[config.mk]
export PLATFORM = sky130hd
export DESIGN_NAME = rf_scoreboard
export DESIGN_NICKNAME = d
export VERILOG_FILES = /design/src/rtl/rf_scoreboard.sv
export SDC_FILE = /design/constraint.sdc
export NUM_CORES = 2
export LEC_CHECK = 0
export BUFFER_PORTS_ARGS = -buffer_cell sky130_fd_sc_hd__buf_4
export CAP_MARGIN = 0
export CELL_PAD_IN_SITES_DETAIL_PLACEMENT = 0
export CELL_PAD_IN_SITES_GLOBAL_PLACEMENT = 1
export CORE_ASPECT_RATIO = 1.2
export CORE_MARGIN = 2
export CORE_UTILIZATION = 25
export CTS_CLUSTER_DIAMETER = 80
export DETAILED_ROUTE_END_ITERATION = 8
export PLACE_DENSITY_LB_ADDON = 0.3
export SYNTH_ARGS = -nofsm -noshare
export SYNTH_HDL_FRONTEND = slang
export SYNTH_SLANG_ARGS = --single-unit
[constraint.sdc]
create_clock -name clk -period 10.32 [get_ports clk]
set_input_delay 2.064 -clock clk [delete_from_list [all_inputs] [get_ports clk]]
set_output_delay 2.064 -clock clk [all_outputs]
set_load 0.01 [all_outputs]
[src/rtl/rf_scoreboard.sv]
// rf_scoreboard: two-write/two-read register file with bypass, a per-entry pending (busy) scoreboard and a pending count.
module rf_scoreboard #(
  parameter int DATA_W = 32,
  parameter int ADDR_W = 5
) (
  input  logic              clk,
  input  logic              rst,
  input  logic              we0,
  input  logic              we1,
  input  logic [ADDR_W-1:0] wa0,
  input  logic [ADDR_W-1:0] wa1,
  input  logic [DATA_W-1:0] wd0,
  input  logic [DATA_W-1:0] wd1,
  input  logic [ADDR_W-1:0] ra1,
  input  logic [ADDR_W-1:0] ra2,
  output logic [DATA_W-1:0] rd1,
  output logic [DATA_W-1:0] rd2,
  input  logic              iss_v,
  input  logic [ADDR_W-1:0] iss_a,
  output logic              busy1,
  output logic              busy2,
  output logic              stall,
  output logic [ADDR_W:0]   pend_cnt,
  input  logic [ADDR_W-1:0] dbg_sel,
  output logic [DATA_W-1:0] dbg_data
);
  localparam int DEPTH = 2 ** ADDR_W;
  logic [DATA_W-1:0] mem [DEPTH];
  logic [DEPTH-1:0]  busy, busy_nx;
  logic [ADDR_W:0]   cnt_nx;
  logic              wv0, wv1;
  assign wv0 = we0 && wa0 != '0;
  assign wv1 = we1 && wa1 != '0;
  assign rd1 = ra1 == '0 ? '0 : (we1 && wa1 == ra1) ? wd1 : (we0 && wa0 == ra1) ? wd0 : mem[ra1];
  assign rd2 = ra2 == '0 ? '0 : (we1 && wa1 == ra2) ? wd1 : (we0 && wa0 == ra2) ? wd0 : mem[ra2];
  assign busy1 = ra1 != '0 && busy[ra1] && !(we0 && wa0 == ra1) && !(we1 && wa1 == ra1);
  assign busy2 = ra2 != '0 && busy[ra2] && !(we0 && wa0 == ra2) && !(we1 && wa1 == ra2);
  assign stall = busy1 || busy2;
  assign dbg_data = dbg_sel == '0 ? '0 : mem[dbg_sel];
  always_comb begin
    busy_nx = busy;
    if (wv0) busy_nx[wa0] = 1'b0;
    if (wv1) busy_nx[wa1] = 1'b0;
    if (iss_v && iss_a != '0) busy_nx[iss_a] = 1'b1;
    busy_nx[0] = 1'b0;
    cnt_nx = '0;
    for (int i = 0; i < DEPTH; i++) cnt_nx = cnt_nx + (ADDR_W+1)'(busy_nx[i]);
  end
  always_ff @(posedge clk) begin
    if (rst) begin
      for (int i = 0; i < DEPTH; i++) mem[i] <= '0;
      busy     <= '0;
      pend_cnt <= '0;
    end else begin
      if (wv0) mem[wa0] <= wd0;
      if (wv1) mem[wa1] <= wd1;
      busy     <= busy_nx;
      pend_cnt <= cnt_nx;
    end
  end
endmodule

Word level (Yosys, flattened, before mapping)
Memories as Yosys holds them, arrays and structs flattened. Index checks and enable logic that the tools add are counted.

Add/sub/neg operators: 30. Multipliers: 0. Div/mod/pow operators: 0. Magnitude comparators: 8. Equality and inequality tests: 4. Shift-type cells: 0. Muxes and demuxes: 34. Bitwise gates (word level): 5. Reduce and logical (&&, ||, !) cells: 31.

Operators with widths (count): $mux W32 (12); $add A6 B1 Y6 (25); $and A32 B32 Y32 (2); $not A32 Y32 (2); $reduce_or A32 Y1 (2); $or A32 B32 Y32 (1); $lt A5 B6 Y1 const B (5); $reduce_bool A5 Y1 (5); $eq A5 B5 Y1 (4); $logic_and A1 B1 Y1 (16); $demux W1 S5 (3); $ge A5 B1 Y1 const B (3); $logic_not A5 Y1 (3); $mux W1 (15); $bmux W1 S5 (2); $mux W5 (2); $add A5 B1 Y6 (1); $add A4 B1 Y5 (1); $add A3 B1 Y4 (1); $logic_not A1 Y1 (4); $add A2 B1 Y3 (1); $add A1 B1 Y2 (1); $logic_or A1 B1 Y1 (1).

Bits in registers: 38. Bits in latches: 0. RAM bits: 1024. ROM bits: 0. Input bits: 99. Output and inout port bits: 105. Word-level logic and storage cells: 116. Memories kept: 1.

Memories: mem (depth 32, bits a word 32, rd ports 3, clocked after Yosys merged registers in 0, wr ports 32, RTL line 28) `logic [DATA_W-1:0] mem [DEPTH];`.

Longest topological paths before layout
Depth after elaboration: 41. Gate-level depth with buffers: 22. Depth with buffers taken out: 20.

Least setup slack after synthesis
Ideal clock, no wire load.

Path kind: input port to flip-flop. From: input port wa1[2]. To: register pend_cnt[4]. Data arrival time: 7.600 ns. Required time: 10.192 ns. Setup slack: 2.593 ns. Cell stages on the path: 20. Path buffers: 2. Path through: buf_2 > or4b_1 > clkbuf_1 > or2_2 > a32oi_1 > fa_1 > fa_1 > fa_1 > inv_1 > fa_1 > fa_1 > fa_1 > fa_1 > inv_1 > fa_1 > inv_1 > a21o_1 > a21oi_1 > xor2_1 > nor2_1.

Cells in the longest elaborated chain, start to end: 39. Elaborated cells between the ends (all ways): 42. Classes of those cells: add/sub (30); order compare (2); mux (4); bitwise (3); reduce/logical (3).

Ends and longest elaborated chain: start: declaration (RTL line 11) `input logic [ADDR_W-1:0] wa1,`; $lt A5 B6 Y1 (not written as such) or $ge A5 B1 Y1 (tied branches) (RTL line 43) `if (wv1) busy_nx[wa1] = 1'b0;`; $logic_and A1 B1 Y1 (not written as such) (RTL line 43); $mux W1 (not written as such) (RTL line 43); $demux W1 S5 (RTL line 43); $not A32 Y32 (no source line); $and A32 B32 Y32 (no source line); $mux W32 * (RTL line 43); $or A32 B32 Y32 (no source line); $mux W32 * (RTL line 44) `if (iss_v && iss_a != '0) busy_nx[iss_a] = 1'b1;`; $add A1 B1 Y2 (RTL line 47) `for (int i = 0; i < DEPTH; i++) cnt_nx = cnt_nx + (ADDR_W+1)'(busy_nx[i]);`; $add A2 B1 Y3 (RTL line 47); $add A3 B1 Y4 (RTL line 47); $add A4 B1 Y5 (RTL line 47); $add A5 B1 Y6 (RTL line 47); $add A6 B1 Y6 (24 in a row) (RTL line 47); $add A6 B1 Y6 * (RTL line 47); end signal: assignment (RTL line 58) `pend_cnt <= cnt_nx;`; end: declaration (RTL line 23) `output logic [ADDR_W:0] pend_cnt,`.

Mark *: on every way between the ends. The rest lies on a longest branch, timed or not. A chain may end at the register's enable or synchronous reset.

Worst setup path after layout
From: input port ra2[2]. To: output port rd2[6].

Cells in the longest elaborated chain, start to end: 5. Elaborated cells between the ends (all ways): 9. Classes of those cells: eq/ne (2); mux (3); reduce/logical (3); memory (1).

Ends and longest elaborated chain: start: declaration (RTL line 15) `input logic [ADDR_W-1:0] ra2,`; branches (longest 4 deep; another with $mem_v2 Z32 W32); $mux W32 * (RTL line 35) `assign rd2 = ra2 == '0 ? '0 : (we1 && wa1 == ra2) ? wd1 : (we0 && wa0 == ra2) ? wd0 : mem[ra2];`; end: declaration (RTL line 17) `output logic [DATA_W-1:0] rd2,`.

Mark *: on every way between the ends.

==> metrics.cfg <==
[status]
status=finished, final reports clean

[power_and_ir_drop]
p_leak_nw=26.8
switching_share=0.297
seq_power_share=0.426
power.share.clock=0.389
power_density_mw_per_mm2=152
power_w=0.0122
p_int_w=0.00857
comb_power_share=0.185
p_sw_w=0.00362
ir_drop_mv=0.195

[timing]
tightest_slew_ns=1.42
period_share=0.813
rsz0062_at_grt=no
setup-tns-final_ns=0
relSlewSlack=0.0482
skew_ns=0.0116
setup_viol=0
fin_crit_ns=8.39
report.final.hold_viol_count=0
maxSlewViolCount=0
max_clock_freq_mhz=119

[detailed_routing]
first_iter_violations=7886
via_per_inst=6.42
wire_per_inst_um=43.0
ant_nets=0
dr.pass1.iters=6
drc=0
routed_wl_um=372000
via_count=55700

[clock_network]
clk_pin_slew_worst_paths_ns=0.06
ctsHoldBuffers=0
clockRootBuffer=clkbuf_16
cts_resized=0
cts_max_path_buffers=3
numCtsBuffers=138
htreeDepth=4
cts_setup_buffers=0
clock_sinks=1061
clk_latency_ns=0.81
cts_tree=yes

[run]
cap_violations=0

[logic_synthesis]
yosys_warnings=0
synth_top_area_frac=0.433
netlist_top_cells_area=edfxtp_1, mux4_2, a22o_1
synth-compound-area-share=0.183
synth_xor_xnor_area_share=0.00271
netlist_area_mm2=0.0710
synth_largest_area_cell=edfxtp_1
synth_common_cells=a22o_1, edfxtp_1, mux4_2
ys_async_sr_fraction=0
netlist_instances=5018
synthAdderAreaFrac=0.00772
avgSynthCellArea_um2=14.2
synth_cell_types=70
synth-simple-area-share=0.0325
muxShareOfSynthArea=0.276
synth-seq-area-share=0.443
synth_top_family_by_area=multiplexers
synth.most_common_cell=a22o_1
synth_seq_cells=1061
synthFlopType=edfxtp_1
synth-edff-count=1024

[cells_and_area]
layout-drive-gt1-share=0.313
areaGrowthSynthToFinish_pct=13.1
final_area_mm2=0.0803
nNetsFinal=4888
final_util=0.284

[die]
die_h_um=588
die_w_um=491
io_pins=204
die_area_mm2=0.288
core_mm2=0.283
floorplan.initialDensity=0.251
rows=214

[critical_path]
worst_ep_arrival_time_ns=6.33
critPathMaxFanout=35
worstSetupStartpointType=input pin
end_kind=output pin
crit_type=in2out
cp.required_ns=8.26

[place]
portBuffers=203
dpl.hpwl_um=208000
placed_area_mm2=0.0760
gp_congestion=0.850

[global_route]
grt_pass1_wl_um=493000
grt_antenna_before_repair=22
grt_max_degree=113
grt_pass1_vias=54500
grt_overflow_total=0
track_usage=0.250

[worst_hold_path]
hp-class=reg2reg

placed cells by master, fill, tap and decap left out, drive strengths merged, types with 10 or more instances in the layout:
| cell | netlist | routed |
|---|---|---|
| inv | 92 | 99 |
| o221ai | 63 | 63 |
| nor2 | 75 | 75 |
| clkinv | 0 | 64 |
| edfxtp | 1024 | 1024 |
| mux2 | 121 | 121 |
| a22oi | 18 | 18 |
| and3 | 10 | 10 |
| o211a | 30 | 30 |
| buf | 332 | 376 |
| diode | 0 | 13 |
| nand2 | 86 | 86 |
| xor2 | 14 | 14 |
| nor2b | 27 | 27 |
| a21oi | 64 | 64 |
| a22o | 1059 | 1059 |
| nor4 | 41 | 41 |
| nor3b | 11 | 11 |
| clkbuf | 475 | 178 |
| a221o | 31 | 31 |
| dfxtp | 37 | 37 |
| nor3 | 86 | 86 |
| mux2i | 195 | 195 |
| conb | 1 | 32 |
| fa | 23 | 23 |
| a221oi | 61 | 61 |
| o32ai | 31 | 31 |
| a31oi | 32 | 32 |
| nand2b | 35 | 35 |
| mux4 | 723 | 723 |
| o21ai | 64 | 64 |
| a211oi | 65 | 65 |
power groups by stage:
| stage | clock (W) | combinational (W) | sequential, W |
|---|---|---|---|
| finish | 0.00474 | 0.00226 | 0.00519 |
| global route | 0.00491 | 0.00231 | 0.00522 |
| CTS | 0.00478 | 0.00223 | 0.00518 |
| detailed placement | 0 | 0.00222 | 0.00527 |
| global placement | 0 | 0.00222 | 0.00524 |
| floorplan | 0 | 0.00134 | 0.00520 |
area by class of cell:
cell class / count / area (um^2)
clock buffers: 177 / 3680
flip-flops and latches: 1061 / 31500
clock inverters: 76 / 596
inverters: 92 / 347
fillers: 28500 / 203000
multi-input cells: 3089 / 36400
diodes: 13 / 32.5
repair buffers: 377 / 3060
well taps: 3780 / 4730
path summary, 6_finish.rpt:
path	slack, ns	depth (start not counted)	endpoint	from
max	1.93	8	rd2[6]	ra2[2]
min	0.50	2	busy[9]	busy[9]
max reg2reg	5.02	17	pend_cnt[4]	busy[8]
min reg2reg	0.50	2	busy[9]	busy[9]
metrics by stage:
step           std cells  hold slack (ns)  setup slack (ns)
6_report            8665            0.504              1.93
5_1_grt             8655            0.569              2.03
4_1_cts             8652            0.514              2.13
3_5_place_dp        8399            0.505              2.02
3_3_place_gp        8399            0.505              1.87
2_1_floorplan       5049            0.461              2.59
worst max-delay path: stages:
cell and delay (ns):
buf_4 0.29, buf_4 0.47, nor2_4 1.08, buf_4 0.64, a211oi_1 0.19, nor4_1 1.05
a221o_1 0.30, buf_4 0.15
flip-flops by register name (all words and copies together) (netlist names):
signal    flops
busy         31
pend_cnt      6
mem        1024
routing by layer:
metal | routed length, um | up-vias | track usage
met5 | 70 | - | 0
met4 | 25700 | 10 | 0.151
met3 | 38300 | 1086 | 0.0613
met2 | 170000 | 4146 | 0.393
met1 | 138000 | 29700 | 0.309
li1 | - | 20800 | -
kinds of logic after synthesis:
group                    count (synthesis)
AO/OA/AOI/OAI                         1540
flip-flops                            1061
multiplexers                          1039
buffers and inverters                  899
AND/OR/NAND/NOR                        426
adder cells (fa/ha/maj)                 30
XOR/XNOR                                22
other                                    1
Note: power is estimated with default switching activity, not from simulation.
